===== config.mk =====
export PLATFORM = sky130hd
export DESIGN_NAME = uart_cfg
export DESIGN_NICKNAME = d
export VERILOG_FILES = /design/src/rtl/uart_cfg_pkg.sv /design/src/rtl/uart_cfg_tick.sv /design/src/rtl/uart_cfg.sv
export SDC_FILE = /design/constraint.sdc
export NUM_CORES = 1
export LEC_CHECK = 0
export ABC_AREA = 1
export BUFFER_PORTS_ARGS = -buffer_cell sky130_fd_sc_hd__buf_2
export CAP_MARGIN = 40
export CELL_PAD_IN_SITES_DETAIL_PLACEMENT = 1
export CELL_PAD_IN_SITES_GLOBAL_PLACEMENT = 1
export CORE_AREA = 5 5 118 120
export CTS_BUF_LIST = sky130_fd_sc_hd__clkbuf_8
export CTS_CLUSTER_DIAMETER = 80
export DETAILED_ROUTE_END_ITERATION = 7
export DIE_AREA = 0 0 123 125
export GPL_TIMING_DRIVEN = 0
export PLACE_DENSITY = 0.74
export SLEW_MARGIN = 20
export SYNTH_ARGS = -nofsm -noshare
export SYNTH_HDL_FRONTEND = slang
export SYNTH_HIERARCHICAL = 1
export SYNTH_SLANG_ARGS = --single-unit

===== constraint.sdc =====
create_clock -name clk -period 3.4 [get_ports clk]
set_clock_uncertainty 0.15 [all_clocks]
set_input_delay 0.68 -clock clk [delete_from_list [all_inputs] [get_ports clk]]
set_output_delay 0.68 -clock clk [all_outputs]
set_load 0.02 [all_outputs]

===== src/rtl/uart_cfg_pkg.sv =====
// uart_cfg_pkg: shared definitions for the configurable UART.
// Holds the parity mode encodings, the TX/RX FSM state type and the parity helper.
// No ports; imported by uart_cfg and uart_cfg_tick.
package uart_cfg_pkg;

  localparam logic [1:0] PARITY_NONE = 2'd0;
  localparam logic [1:0] PARITY_ODD  = 2'd1;
  localparam logic [1:0] PARITY_EVEN = 2'd2;

  // Both directions walk the same frame sequence, so they share one state type.
  typedef enum logic [2:0] {
    ST_IDLE   = 3'd0,
    ST_START  = 3'd1,
    ST_DATA   = 3'd2,
    ST_PARITY = 3'd3,
    ST_STOP   = 3'd4
  } uart_state_t;

  // Parity bit on the line for a character whose data XOR-reduction is 'red'.
  function automatic logic parity_bit(input logic red, input logic [1:0] mode);
    return (mode == PARITY_ODD) ? ~red : red;
  endfunction

endpackage


===== src/rtl/uart_cfg_tick.sv =====
// uart_cfg_tick: free-running 16x oversampling tick, one clk pulse every DIV clocks.
// Latency: first tick DIV clocks after reset release (every clock when DIV==1); no backpressure.
// Ports: clk, resetq (async active-low), o_tick (single-cycle pulse).
module uart_cfg_tick
  import uart_cfg_pkg::*;
#(
  parameter int DIV = 1
) (
  input  logic clk,
  input  logic resetq,
  output logic o_tick
);

  localparam int CW = (DIV > 1) ? $clog2(DIV) : 1;

  if (DIV < 1) begin : g_div_check
    $error("uart_cfg_tick: DIV must be >= 1 (CLKFREQ too low for 16*BAUD)");
  end

  logic [CW-1:0] r_cnt;

  assign o_tick = (r_cnt == CW'(DIV - 1));

  always_ff @(posedge clk or negedge resetq) begin
    if (!resetq) begin
      r_cnt <= '0;
    end else if (o_tick) begin
      r_cnt <= '0;
    end else begin
      r_cnt <= r_cnt + 1'b1;
    end
  end

endmodule


===== src/rtl/uart_cfg.sv =====
// uart_cfg: full-duplex UART with configurable data bits, parity, stop bits and an RX FIFO.
// Latency: tx start bit on the first tick after an accepted wr; RX char visible 2 clk after its stop sample.
// Backpressure: wr ignored while busy; RX chars arriving to a full FIFO are dropped and set sticky overrun.
// Ports: clk/resetq; rx/tx serial pins; wr/tx_data/busy TX side; rd/valid/rx_data/frame_err/
//        parity_err/rx_count RX FIFO head and occupancy; overrun sticky flag cleared by clr_err.
module uart_cfg
  import uart_cfg_pkg::*;
#(
  parameter int CLKFREQ       = 12000000,
  parameter int BAUD          = 115200,
  parameter int DATA_BITS     = 8,
  parameter int PARITY        = 0,
  parameter int STOP_BITS     = 1,
  parameter int RX_FIFO_DEPTH = 4
) (
  input  logic                             clk,
  input  logic                             resetq,
  input  logic                             rx,
  output logic                             tx,
  input  logic                             wr,
  input  logic [DATA_BITS-1:0]             tx_data,
  output logic                             busy,
  input  logic                             rd,
  output logic                             valid,
  output logic [DATA_BITS-1:0]             rx_data,
  output logic                             frame_err,
  output logic                             parity_err,
  output logic [$clog2(RX_FIFO_DEPTH):0]   rx_count,
  output logic                             overrun,
  input  logic                             clr_err
);

  localparam int DIV        = CLKFREQ / (16 * BAUD);
  localparam int AW         = $clog2(RX_FIFO_DEPTH);
  localparam int EW         = DATA_BITS + 2;
  localparam int STOP_TICKS = STOP_BITS * 16;
  localparam logic [1:0] PMODE = 2'(PARITY);

  logic w_tick;

  uart_cfg_tick #(.DIV(DIV)) u_tick (
    .clk    (clk),
    .resetq (resetq),
    .o_tick (w_tick)
  );

  // ---------------- TX ----------------
  uart_state_t          r_tx_state;
  logic [DATA_BITS-1:0] r_tx_shift;
  logic                 r_tx_par;
  logic [4:0]           r_tx_tcnt;
  logic [3:0]           r_tx_bit;
  logic                 r_tx;
  logic                 r_busy;

  // Each bit is driven onto the pin on its first tick and held for 16 ticks
  // (STOP_TICKS for the stop phase); the state advances on the bit's last tick.
  always_ff @(posedge clk or negedge resetq) begin
    if (!resetq) begin
      r_tx_state <= ST_IDLE;
      r_tx_shift <= '0;
      r_tx_par   <= 1'b0;
      r_tx_tcnt  <= '0;
      r_tx_bit   <= '0;
      r_tx       <= 1'b1;
      r_busy     <= 1'b0;
    end else begin
      case (r_tx_state)
        ST_IDLE: begin
          if (wr) begin
            r_tx_shift <= tx_data;
            r_tx_par   <= parity_bit(^tx_data, PMODE);
            r_busy     <= 1'b1;
            r_tx_tcnt  <= '0;
            r_tx_bit   <= '0;
            r_tx_state <= ST_START;
          end
        end
        default: begin
          if (w_tick) begin
            r_tx_tcnt <= r_tx_tcnt + 1'b1;
            if (r_tx_tcnt == 5'd0) begin
              case (r_tx_state)
                ST_START:  r_tx <= 1'b0;
                ST_DATA:   r_tx <= r_tx_shift[0];
                ST_PARITY: r_tx <= r_tx_par;
                default:   r_tx <= 1'b1;
              endcase
            end
            if ((r_tx_state == ST_STOP) ? (r_tx_tcnt == 5'(STOP_TICKS - 1))
                                        : (r_tx_tcnt == 5'd15)) begin
              r_tx_tcnt <= '0;
              case (r_tx_state)
                ST_START: r_tx_state <= ST_DATA;
                ST_DATA: begin
                  r_tx_shift <= r_tx_shift >> 1;
                  r_tx_bit   <= r_tx_bit + 1'b1;
                  if (r_tx_bit == 4'(DATA_BITS - 1)) begin
                    r_tx_state <= (PMODE != PARITY_NONE) ? ST_PARITY : ST_STOP;
                  end
                end
                ST_PARITY: r_tx_state <= ST_STOP;
                default: begin
                  r_tx_state <= ST_IDLE;
                  r_busy     <= 1'b0;
                end
              endcase
            end
          end
        end
      endcase
    end
  end

  assign tx   = r_tx;
  assign busy = r_busy;

  // ---------------- RX ----------------
  uart_state_t          r_rx_state;
  logic                 r_rx_s1, r_rx_s2, r_rx_prev;
  logic [3:0]           r_rx_ocnt;
  logic [3:0]           r_rx_bit;
  logic [DATA_BITS-1:0] r_rx_shift;
  logic                 r_rx_perr;
  logic                 r_push;
  logic [EW-1:0]        r_push_dat;
  logic                 w_rx_sample;

  // Oversample counter starts at 0 on the detected falling edge, so the 8th tick
  // (count 7) lands mid start bit and every 16 ticks after that lands mid-bit.
  assign w_rx_sample = w_tick && (r_rx_ocnt == 4'd7);

  always_ff @(posedge clk or negedge resetq) begin
    if (!resetq) begin
      r_rx_s1    <= 1'b1;
      r_rx_s2    <= 1'b1;
      r_rx_prev  <= 1'b1;
      r_rx_state <= ST_IDLE;
      r_rx_ocnt  <= '0;
      r_rx_bit   <= '0;
      r_rx_shift <= '0;
      r_rx_perr  <= 1'b0;
      r_push     <= 1'b0;
      r_push_dat <= '0;
    end else begin
      r_rx_s1   <= rx;
      r_rx_s2   <= r_rx_s1;
      r_rx_prev <= r_rx_s2;
      r_push    <= 1'b0;
      if (r_rx_state == ST_IDLE) begin
        if (r_rx_prev && !r_rx_s2) begin
          r_rx_state <= ST_START;
          r_rx_ocnt  <= '0;
        end
      end else begin
        if (w_tick) r_rx_ocnt <= r_rx_ocnt + 1'b1;
        if (w_rx_sample) begin
          case (r_rx_state)
            ST_START: begin
              if (!r_rx_s2) begin
                r_rx_state <= ST_DATA;
                r_rx_bit   <= '0;
                r_rx_perr  <= 1'b0;
              end else begin
                r_rx_state <= ST_IDLE;  // glitch, not a start bit
              end
            end
            ST_DATA: begin
              r_rx_shift <= {r_rx_s2, r_rx_shift[DATA_BITS-1:1]};
              r_rx_bit   <= r_rx_bit + 1'b1;
              if (r_rx_bit == 4'(DATA_BITS - 1)) begin
                r_rx_state <= (PMODE != PARITY_NONE) ? ST_PARITY : ST_STOP;
              end
            end
            ST_PARITY: begin
              r_rx_perr  <= (r_rx_s2 != parity_bit(^r_rx_shift, PMODE));
              r_rx_state <= ST_STOP;
            end
            default: begin
              // Only the first stop bit is checked; re-arming here lets a
              // 1-stop sender follow immediately even when STOP_BITS==2.
              r_push     <= 1'b1;
              r_push_dat <= {r_rx_perr, ~r_rx_s2, r_rx_shift};
              r_rx_state <= ST_IDLE;
            end
          endcase
        end
      end
    end
  end

  // ---------------- RX FIFO ----------------
  logic [EW-1:0] r_mem [RX_FIFO_DEPTH];
  logic [AW-1:0] r_wptr, r_rptr;
  logic [AW:0]   r_count;
  logic          r_ovr;
  logic          w_full, w_pop, w_wr;
  logic [EW-1:0] w_head;

  assign w_full = (r_count == (AW + 1)'(RX_FIFO_DEPTH));
  assign w_pop  = rd && (r_count != '0);
  // A simultaneous pop frees the slot, so a push into a full FIFO still lands.
  assign w_wr   = r_push && (!w_full || w_pop);

  always_ff @(posedge clk) begin
    if (w_wr) r_mem[r_wptr] <= r_push_dat;
  end

  always_ff @(posedge clk or negedge resetq) begin
    if (!resetq) begin
      r_wptr  <= '0;
      r_rptr  <= '0;
      r_count <= '0;
      r_ovr   <= 1'b0;
    end else begin
      if (w_wr)  r_wptr <= r_wptr + 1'b1;
      if (w_pop) r_rptr <= r_rptr + 1'b1;
      case ({w_wr, w_pop})
        2'b10:   r_count <= r_count + 1'b1;
        2'b01:   r_count <= r_count - 1'b1;
        default: r_count <= r_count;
      endcase
      // A fresh overrun wins over clr_err in the same cycle.
      r_ovr <= (r_push && w_full && !w_pop) || (r_ovr && !clr_err);
    end
  end

  assign w_head = r_mem[r_rptr];

  always_comb begin
    valid      = (r_count != '0);
    rx_data    = '0;
    frame_err  = 1'b0;
    parity_err = 1'b0;
    if (valid) begin
      rx_data    = w_head[DATA_BITS-1:0];
      frame_err  = w_head[DATA_BITS];
      parity_err = w_head[DATA_BITS+1];
    end
  end

  assign rx_count = r_count;
  assign overrun  = r_ovr;

endmodule


# Word level (Yosys, flattened, before mapping)
# Memories as Yosys holds them, arrays and structs flattened.
# Index checks and enable logic that the tools add are counted.
# op_classes
addsub	9
eq_ne	21
n_mux	49
bitwise	4
n_reduce_logical	41
# ops
cell	n
two-way mux 8 bit	6
two-way mux 4 bit	9
two-way mux 3 bit	10
two-way mux 5 bit	4
AND reduction 4 bit	5
case mux 3 bit (3 select lines)	2
nonzero test 2 bit	8
parity 8 bit	2
two-way mux 1 bit	13
adder 4 x 1 -> 4 bit (second input constant)	3
== test 3 x 2 -> 1 bit (second input constant)	4
== test 4 x 3 -> 1 bit (second input constant)	3
AND reduction 3 bit	4
case mux 4 bit (2 select lines)	1
logical AND 1 bit	7
adder 3 x 1 -> 3 bit (second input constant)	2
== test 3 x 1 -> 1 bit (second input constant)	2
== test 3 bit (second input constant)	2
logical NOT 3 bit	2
case mux 3 bit (2 select lines)	1
AND reduction 2 bit	3
OR reduction 3 bit	2
adder 5 x 1 -> 5 bit (second input constant)	1
== test 5 x 4 -> 1 bit (second input constant)	1
other kinds (17)	27
# totals
ff_bits	68
ram_bits	40
elab_cells	147
n_memories	1
# mem_list
name	words	word_bits	read_ports	rd_clocked_by_memory_dff	wr	line_no	source
r_mem	4	10	1	0	1	uart_cfg.sv:193	logic [EW-1:0] r_mem [RX_FIFO_DEPTH];

# Logic depth before layout (Yosys ltp)
# Gate-level depths: netlist of the first run.
# depth
word_depth	6
ltp_mapped	12

# Modules after synthesis
# Netlist of the first run, hierarchy kept.
# by_module_without_submodules
mod	n_inst	cells_each	area_per_inst_um2
uart_cfg	1	521	4827.1
uart_cfg_tick	1	14	120.1

# Least setup slack after synthesis of the first run
# Ideal clock, no wire load.
# synth_timing
path_kind	register -> output
start	reg r_count[0] (netlist: rx_count[0])
end	out frame_err
t_arrival_ps	1409
setup_slack_ps	1161
path_stages_with_launch	5
path_cell_list	dfrtp_1 > nor2_1 > nand2_1 > clkinv_1 > a21oi_1
# synth_via
elab_chain_cells	2
# synth_rtl
item	line_no	source
start: declaration	uart_cfg.sv:195	logic [AW:0] r_count;
start signal: assignment	uart_cfg.sv:219	2'b10: r_count <= r_count + 1'b1;
start signal: assignment	uart_cfg.sv:220	2'b01: r_count <= r_count - 1'b1;
start signal: assignment	uart_cfg.sv:221	default: r_count <= r_count;
nonzero test 3 bit	uart_cfg.sv:231	valid = (r_count != '0);
named net valid	uart_cfg.sv:24	output logic valid,
two-way mux 1 bit	uart_cfg.sv:235	if (valid) begin
end: declaration	uart_cfg.sv:26	output logic frame_err,
# The timed path passes the listed nets, and every way through them passes these cells.

# Worst setup path in the final report of the first run
# layout_timing
start	reg r_rptr[0]
end	out rx_data[4]
# layout_via
elab_chain_cells	2
# layout_rtl
item	line_no	source
start: declaration	uart_cfg.sv:194	logic [AW-1:0] r_wptr, r_rptr;
start signal: assignment	uart_cfg.sv:217	if (w_pop) r_rptr <= r_rptr + 1'b1;
memory (4 x 10 bit)	-	
two-way mux 8 bit	uart_cfg.sv:235	
end: declaration	uart_cfg.sv:25	output logic [DATA_BITS-1:0] rx_data,
# Every way passes these cells.

==> reports/qor.yml, run 1 <==
vias: 3678
critPathBufInv: 2
yosys_warnings: 6
fin_crit_sh: 0.8251
final_cell_mix: "nand2_1, nor2_1, dfrtp_1"
critical_path_class: "reg -> out"
cp-end-kind: "primary output"
final_common_cell: "nand2_1"
layout-drive-gt1-share: 0.1175
cts_root_buf: "clkbuf_8"
slew_viol_final: 0
area_growth_pct: 12.70
synth_nets: 559
avgSynthCellArea_um2: 9.247
die_w_um: 123
cpMostUsedCell: "nor2_1"
cp_max_fo: 10
swShare: 0.3635
wl_per_cell_um: 14.57
yosysUniqueCellTypes: 35
syn_inst: 535
place.gp.congestion: 0.8024
cts_buffers: 9
grt_max_degree: 55
period_needed_ns: 2.805
tritoncts_num_sinks: 108
placed_cell_area_um2: 5378
crit_slowest_cell: "buf_1"
comb_power_share: 0.289
fmax_mhz: 356.4
ys_seq_area_frac: 0.5878
die-area_um2: 15380
yosys_most_used_dff: "dfrtp_1"
drt-initial-drc-count: 155
track_usage: 0.1571
core_um2: 12870
insertion_delay_ns: 0.38
n_antenna_cell: 0
slowest_delay_ns: 0.48
rr_worst_depth: 7
cp.depth: 6
worstHoldPathCells: 0
hold_violations: 0
final_area_um2: 5575
cts_setup_buffers: 0
path_delay_family: "buffers and inverters"
vias_per_cell: 4.820
drv_cap: 0
num_rows: 42
synth-async-reset-ratio: 0.6296
synth_enable_flop_cells: 40
leakagePower_nw: 2.662
io_pins: 31
drtPass1Iterations: 4
setup_viol: 0
rsz0062_at_grt: "false"
worstPathArrival_ns: 1.98
cts_resized: 0
die_y_um: 125
cts.clk_slew.worst_paths_ns: 0.10
seqPwrFrac: 0.469
synth_area_um2: 4947
tightest_slew_ns: 0.6109
switching_power_mw: 1.117
hpwlAfterDp_um: 8331
p_clk_frac: 0.242
nets: 606
ctsHoldBuffers: 1
internal_power_mw: 1.956
io_buffers: 30
outcome: "finished clean"
htree_levels: 3
clock_path_buffers: 2
critPathRequiredTime_ns: 2.57
hp-class: "reg -> reg"
antenna_found_initial: 0
finalSetupTns_ns: 0
grt_pass1_wl_um: 19180
ys_ff_latch: 108
cts_tree: "built"
relSlewSlack: 0.5912
worstPathCellList: "buf_1, nor2_1, nor2_1, o21ai_0, a21oi_1, buf_2"
powerDensity_nw_per_um2: 551.3
nFillCells: 1513
totalWireLength_um: 11120
start_util: 0.3843
drc: 0
peakVddDrop_uv: 259.7
ant_nets: 0
startpoint_type: "flop"
grt_overflow_total: 0
grt_pass1_vias: 3956
[synthesized netlist by cell type, types with 6 or more instances]
| library cell | n | area share |
|---|---|---|
| nand2_1 | 151 | 0.11 |
| ha_1 | 9 | 0.023 |
| edfxtp_1 | 40 | 0.24 |
| a21oi_1 | 18 | 0.018 |
| o21ai_0 | 54 | 0.055 |
| nand3_1 | 25 | 0.025 |
| inv_1 | 48 | 0.036 |
| xor2_1 | 11 | 0.019 |
| clkbuf_1 | 6 | 0.0046 |
| dfrtp_1 | 64 | 0.32 |
| nor2_1 | 64 | 0.049 |
| xnor2_1 | 6 | 0.011 |
[power groups by stage]
stage | clock network (mW) | logic (mW) | registers, mW
floorplan | 0 | 0.569 | 1.48
global placement | 0 | 0.850 | 1.46
detailed placement | 0 | 0.905 | 1.47
CTS | 0.784 | 0.908 | 1.44
global route | 0.835 | 0.990 | 1.45
finish | 0.744 | 0.888 | 1.44
[through the flow]
stage	instances	utilization	total power [mW]	worst slack, ns	hold WS [ns]
floorplan	535	-	2.050	1.161	0.1952
global placement	741	0.4130	2.314	0.9661	0.1956
detailed placement	746	0.4177	2.373	1.029	0.1987
CTS	763	0.4330	3.134	0.5824	0.2030
global route	763	0.4330	3.277	0.4456	0.1940
finish	763	0.4330	3.074	0.5945	0.2147
[registers in the layout, indices dropped and copies added (netlist names), 2 cells and up]
signal	count
r_mem	40
r_tx_state	3
r_rx_state	3
rx_count	3
r_rx_bit	4
r_rx_ocnt	4
r_wptr	2
r_push_dat	10
r_tx_bit	4
r_tx_shift	8
r_rx_shift	8
u_tick/r_cnt	3
r_rptr	2
r_tx_tcnt	5
[layer usage]
| layer | GRT usage | share of wire | vias to the layer above |
|---|---|---|---|
| li1 | - | - | 1824 |
| met1 | 0.1774 | 0.41 | 1814 |
| met2 | 0.2901 | 0.55 | 27 |
| met3 | 0.04246 | 0.027 | 13 |
| met4 | 0.03909 | 0.011 | 0 |
| met5 | 0 | 0 | - |
[worst register-to-register path: cells and delay by family, from the launching register on]
family,cells,cell delay [ns]
DFF,1,0.40
buffers and inverters,1,0.28
and+or+nand+nor,5,1.09
AOI/OAI and AO/OA,1,0.25
[kinds of logic (layout without fill, tap and decap cells)]
logic type / count (synthesis) / count (layout) / share of synthesized area
simple gates: 255 / 255 / 0.2122
flops: 108 / 108 / 0.5878
compound gates: 84 / 84 / 0.09307
buf+inv: 61 / 113 / 0.05008
xor+xnor: 17 / 17 / 0.03010
fa+ha+maj: 10 / 10 / 0.02681
[cell type report]
type / count / area, µm² / area share
sequential: 108 / 2908 / 0.5215
timing repair buffer: 36 / 220.2 / 0.03950
multi-input combinational: 366 / 1792 / 0.3214
inverter: 52 / 202.7 / 0.03636
buffer: 9 / 45.04 / 0.008079
tap: 176 / 220.2 / 0.03950
clock inverter: 7 / 63.81 / 0.01145
clock buffer: 9 / 123.9 / 0.02222
[final timing paths]
check                                 from  slack (ns)             to
max in group asynchronous           resetq        1.98             tx
max                              r_rptr[0]        0.59     rx_data[4]
max reg2reg                u_tick/r_cnt[0]        1.15  r_push_dat[5]
min                                r_rx_s1        0.21        r_rx_s2
min in group asynchronous           resetq        0.53    r_rx_bit[3]
min reg2reg                        r_rx_s1        0.21        r_rx_s2
Note: power is estimated with default switching activity, not from simulation.
==> run 2, diff against run 1 <==
==> constraint.sdc (replaced) <==
create_clock -name clk -period 2.6 [get_ports clk]
set_clock_uncertainty 0.15 [all_clocks]
set_input_delay 0.52 -clock clk [delete_from_list [all_inputs] [get_ports clk]]
set_output_delay 0.52 -clock clk [all_outputs]
set_load 0.02 [all_outputs]
==> reports/qor.yml, run 2 (synthesized netlist as in run 1, its figures left out) <==
num_rows: 42  # unchanged
tritoncts_num_sinks: 108  # unchanged
regMostFlops: "r_mem"
cts.clk_slew.worst_paths_ns: 0.10  # about the same
hold_ws_ns: 0.07453  # -0.1402 ns
fmax_mhz: 414.6
grt_pass1_vias: 3956  # unchanged
totalWireLength_um: 11120  # about the same
place.gp.congestion: 0.8024  # unchanged
setup_viol: 0  # unchanged
cts_buffers: 9  # unchanged
slew_viol_final: 0  # unchanged
final_cell_mix: "nand2_1, nor2_1, dfrtp_1"
io_buffers: 30  # unchanged
crit_slowest_cell: "dfrtp_1"
htree_levels: 3  # unchanged
largest_register_ff_count: 40  # unchanged
cp-end-kind: "primary output"
antenna_found_initial: 0  # unchanged
nets: 606  # unchanged
io_pins: 31  # unchanged
grt_pass1_wl_um: 19180  # unchanged
slowest_delay_ns: 0.41  # -0.07 ns
layout-drive-gt1-share: 0.1261  # +0.008518
drt-initial-drc-count: 172  # +11%
outcome: "finished clean"
die_y_um: 125  # unchanged
drtPass1Iterations: 4  # unchanged
worstPathArrival_ns: 1.74  # -0.24 ns
reg2reg_slack_ns: 0.36  # -0.79 ns
fin_util: 0.4337  # +0.0006800
cp_max_fo: 10  # unchanged
hold_violations: 0  # unchanged
p_total_mw: 4.032  # +31%
peakVddDrop_uv: 340.7  # +31%
wl_per_cell_um: 14.57  # about the same
grt_overflow_total: 0  # unchanged
core_um2: 12870  # unchanged
start_util: 0.3843  # unchanged
area_growth_pct: 12.87
fin_crit_sh: 0.9277
vias: 3658  # -0.54%
finalSetupTns_ns: 0  # unchanged
period_needed_ns: 2.412
cts_root_buf: "clkbuf_8"
hpwlAfterDp_um: 8331  # unchanged
tightest_slew_ns: 0.6245  # +0.01360 ns
insertion_delay_ns: 0.38  # about the same
rsz0062_at_grt: "false"
critPathRequiredTime_ns: 1.93  # -0.64 ns
ant_nets: 0  # unchanged
worstPathCellList: "clkbuf_1, nor2_1, o21ai_0, a21oi_1, buf_2"
grt_max_degree: 55  # unchanged
reg_top3: "r_mem (40), r_push_dat (10)"
leakagePower_nw: 2.671  # +0.34%
relSlewSlack: 0.5821  # -0.009102
startpoint_type: "flop"
drv_cap: 0  # unchanged
powerDensity_nw_per_um2: 722.1  # +31%
n_antenna_cell: 0  # unchanged
hp-class: "in -> reg"
final_common_cell: "nand2_1"
vias_per_cell: 4.794  # -0.54%
clock_path_buffers: 2  # unchanged
track_usage: 0.1571  # unchanged
drc: 0  # unchanged
cts_tree: "built"
critical_path_class: "reg -> out"
die-area_um2: 15380  # unchanged
die_w_um: 123  # unchanged
cts_setup_buffers: 0  # unchanged
run 2: changes by cell type in the layout (fill, tap and decap cells not counted):
| cell | change |
|---|---|
| buf_2 | +1 |
| clkinv_1 | -1 |
| clkbuf_2 | +3 |
| clkbuf_1 | -3 |
| clkinvlp_4 | +1 |
| buf_1 | -1 |
run 2: path summary, 6_finish.rpt:
path,from,end,depth (start not counted)
max in group asynchronous,resetq,tx,3
worst max-delay path,r_rptr[1],rx_data[6],5
worst min-delay path,rx,r_rx_s1,1
worst min register to register,r_rx_s1,r_rx_s2,0
min in group asynchronous,resetq,r_rx_bit[3],2
worst max register to register,u_tick/r_cnt[0],r_push_dat[5],7
run 2: critical path, delay by kind of cell (launching register included):
| kind | cells | cell delay (ns) |
|---|---|---|
| AND/OR/NAND/NOR | 1 | 0.16 |
| AO/OA/AOI/OAI | 2 | 0.30 |
| flip-flops | 1 | 0.41 |
| buffers and inverters | 2 | 0.49 |
run 2: final cells by class:
type	instances	area, µm²
Multi-Input combinational cell	366	1792
Tap cell	176	220.2
Sequential cell	108	2908
Inverter	52	206.4
Timing Repair Buffer	36	220.2
Fill cell	1510	7291
Clock inverter	7	63.81
Buffer	9	50.05
Clock buffer	9	123.9
run 2: per-layer routing:
metal	GRT usage	share of wire	wire length [µm]	vias up
li1	-	-	-	1826
met1	0.1774	0.42	4642	1792
met2	0.2901	0.55	6074	27
met3	0.04246	0.025	274	13
met4	0.03909	0.011	124	0
met5	0	0	0	-
run 2: metrics by stage:
stage / cells / setup WS, ns / instance area (µm²)
floorplan: 535 / 0.5209 / 4947
global placement: 741 / 0.3261 / 5318
detailed placement: 746 / 0.2855 / 5378
CTS: 763 / 0.0001059 / 5578
global route: 763 / 0.02496 / 5584
finish: 763 / 0.1880 / 5584
run 2: where the power goes:
group          switching [mW]  internal, mW
Sequential             0.0626          1.82
Clock                   0.605         0.367
Combinational           0.797         0.378
run 2: timing repair:
item | CTS | global route
hold buffers | 1 | 0
hold endpoints to repair | 14 | 0
resized for setup | 2 | 5
setup endpoints to repair | 8 | 10
==> run 3, diff against run 2 <==
--- a/config.mk
+++ b/config.mk
@@ -17,8 +17,7 @@
 export DIE_AREA = 0 0 123 125
 export GPL_TIMING_DRIVEN = 0
 export PLACE_DENSITY = 0.74
-export SLEW_MARGIN = 20
+export SLEW_MARGIN = 15
 export SYNTH_ARGS = -nofsm -noshare
 export SYNTH_HDL_FRONTEND = slang
-export SYNTH_HIERARCHICAL = 1
 export SYNTH_SLANG_ARGS = --single-unit
==> reports/qor.yml, run 3 <==
fmax_mhz: 413.7  # -0.23%
start_util: 0.3841  # about the same
drt-initial-drc-count: 124  # -28%
regMostFlops: "r_mem"
hp-class: "in -> reg"
worstHoldPathCells: 1  # unchanged
worstPathCellList: "clkbuf_1, nor2_1, o21ai_0, a21oi_1, buf_2"
grt_pass1_vias: 3922  # -0.86%
worstReg2RegStart: "rx_count[2]"
cp-end-kind: "primary output"
hpwlAfterDp_um: 8266  # -0.78%
cts_buffers: 9  # unchanged
die_w_um: 123  # unchanged
fin_util: 0.4370  # +0.003304
ys_seq_area_frac: 0.5881  # about the same
synthTopCellsByCount: "nand2_1, nor2_1, dfrtp_1"
grt_pass1_wl_um: 18870  # -1.6%
grt_max_degree: 61  # +11%
largest_register_ff_count: 40  # unchanged
totalWireLength_um: 11070  # -0.38%
yosys_most_used_dff: "dfrtp_1"
regArea_um2: 2908  # unchanged
placedCellCount: 729  # -2.3%
slew_viol_final: 0  # unchanged
grtUsageMet3: 0.02168  # -0.02078
critPathBufInv: 2  # unchanged
clock_path_buffers: 2  # unchanged
critPathRequiredTime_ns: 1.93  # about the same
cts_root_buf: "clkbuf_8"
crit_slowest_cell: "dfrtp_1"
antenna_found_initial: 0  # unchanged
r2r_end: "r_mem[1][1]"
yosys.area.top_type_share: 0.3239  # about the same
reg2reg_slack_ns: 0.56  # +0.20 ns
hold_violations: 0  # unchanged
rsz0062_at_grt: "false"
yosys_warnings: 0  # -6
n_antenna_cell: 0  # unchanged
avgSynthCellArea_um2: 9.546  # +3.2%
finalSetupTns_ns: 0  # unchanged
drv_cap: 0  # unchanged
wl_per_cell_um: 14.84  # +1.9%
area_growth_pct: 13.79
path_delay_family: "buffers and inverters"
syn_inst: 518  # -3.2%
synth_top_area_cell: "dfrtp_1"
tritoncts_num_sinks: 108  # unchanged
drc: 0  # unchanged
num_rows: 42  # unchanged
fin_cells: 746  # -2.2%
final_cell_mix: "nand2_1, nor2_1, dfrtp_1"
cts.clk_slew.worst_paths_ns: 0.11  # about the same
place.gp.congestion: 0.7392  # -7.9%
layout-drive-gt1-share: 0.1579  # +0.03183
relSlewSlack: 0.6180  # +0.03588
synth_enable_flop_cells: 40  # unchanged
yosysMostFrequentCell: "nand2_1"
nets: 589  # -2.8%
min_from: "rx"
rr_worst_depth: 6  # -1
grtUsageMet2: 0.2856  # -0.004503
die-area_um2: 15380  # unchanged
worstPathArrival_ns: 1.75  # about the same
dpl_worst_slack_ns: 0.3724  # +0.08685 ns
leakagePower_nw: 2.502  # -6.3%
final_common_cell: "nand2_1"
die_y_um: 125  # unchanged
fin_crit_sh: 0.9298  # +0.002105
yosysUniqueCellTypes: 41  # +17%
cp_max_fo: 10  # unchanged
vias: 3590  # -1.9%
peakVddDrop_uv: 253.3  # -26%
period_needed_ns: 2.417  # +0.005473 ns
multi_input_area_um2: 1757  # -2.0%
nFillCells: 1507  # -0.20%
tightest_slew_ns: 0.5709  # -0.05362 ns
hold_end: "r_rx_s1"
startpoint_type: "flop"
core_um2: 12870  # unchanged
insertion_delay_ns: 0.39  # about the same
synth_area_leaders: "dfrtp_1, edfxtp_1, nand2_1"
ant_nets: 0  # unchanged
reg_top3: "r_mem (40), r_push_dat (10)"
htree_levels: 3  # unchanged
slowest_delay_ns: 0.44  # +0.03 ns
met1_usage: 0.1758  # -0.001651
critical_path_class: "reg -> out"
io_pins: 31  # unchanged
startpoint: "r_rptr[1]"
synth_area_um2: 4945  # about the same
setup_viol: 0  # unchanged
powerDensity_nw_per_um2: 900.6  # +25%
track_usage: 0.1544  # -0.002711
synth_nets: 542  # -3.0%
ys_ff_latch: 108  # unchanged
fin_ws_ns: 0.1826  # -0.005473 ns
grt_overflow_total: 0  # unchanged
cts_tree: "built"
drtPass1Iterations: 4  # unchanged
vias_per_cell: 4.812  # +0.38%
top_usage_layer: "met2"
io_buffers: 30  # unchanged
outcome: "finished clean"
synth-async-reset-ratio: 0.6296  # unchanged
run 3: changes by cell type after synthesis, moves of 3 or more:
cell	delta
nand2_1	-34
inv_1	+7
mux2i_1	+7
o21ai_2	+7
a21oi_1	-4
nand2_2	+3
nand3_1	-3
nor2_1	+3
o21ai_0	-3
run 3: power breakdown:
part,switching (mW),total (mW),internal (mW)
Sequential,0.200,2.20,2.00
Combinational,1.09,1.67,0.579
Clock,0.637,1.20,0.558
Total,1.93,5.07,3.14
run 3: stage by stage:
| step | hold slack (ns) | power (mW) | area, µm² |
|---|---|---|---|
| final | 0.07913 | 5.068 | 5627 |
| after global placement | 0.2055 | 3.789 | 5315 |
| after CTS | 0.04659 | 5.131 | 5618 |
| after detailed placement | 0.2060 | 3.925 | 5375 |
| after global routing | 0.05325 | 5.416 | 5627 |
| after floorplan | 0.07441 | 3.366 | 4945 |
run 3: area by class of cell:
class                      count  share of cell area
multi-input combinational    342              0.3122
tap                          176             0.03914
clock inverter                 7             0.01868
sequential                   108              0.5168
buffer                        11             0.01268
timing repair buffer          36             0.03914
clock buffer                   9             0.02201
inverter                      57             0.03936
run 3: per-layer routing:
layer | wire length [µm] | share of wire
met2 | 5838 | 0.53
met1 | 4692 | 0.42
met5 | 0 | 0
met4 | 251 | 0.023
met3 | 291 | 0.026
run 3: timing repair:
item,4_1_cts,5_1_grt
resized for setup,3,4
setup buffers,0,0
endpoints found under the setup margin,10,9
hold endpoints to repair,8,0
hold buffers,1,0
run 3: worst max-delay path by stage:
stage	cells past startpoint	slack, ns	endpoint
3_5_place_dp	6	0.37	parity_err
6_report	5	0.18	parity_err
5_1_grt	5	0.001	rx_data[3]
4_1_cts	5	0.009	parity_err
2_1_floorplan	4	0.53	frame_err
3_3_place_gp	5	0.32	r_mem[1][1]
run 3: logic make-up (layout without fill, tap and decap cells):
family	count (synthesis)	after routing	synth area share
buffers and inverters	68	120	0.05668
flip-flops	108	108	0.5881
XOR/XNOR	13	13	0.02303
AO/OA/AOI/OAI	86	86	0.09970
AND/OR/NAND/NOR	226	226	0.1915
multiplexers	7	7	0.01417
adder cells (fa/ha/maj)	10	10	0.02682
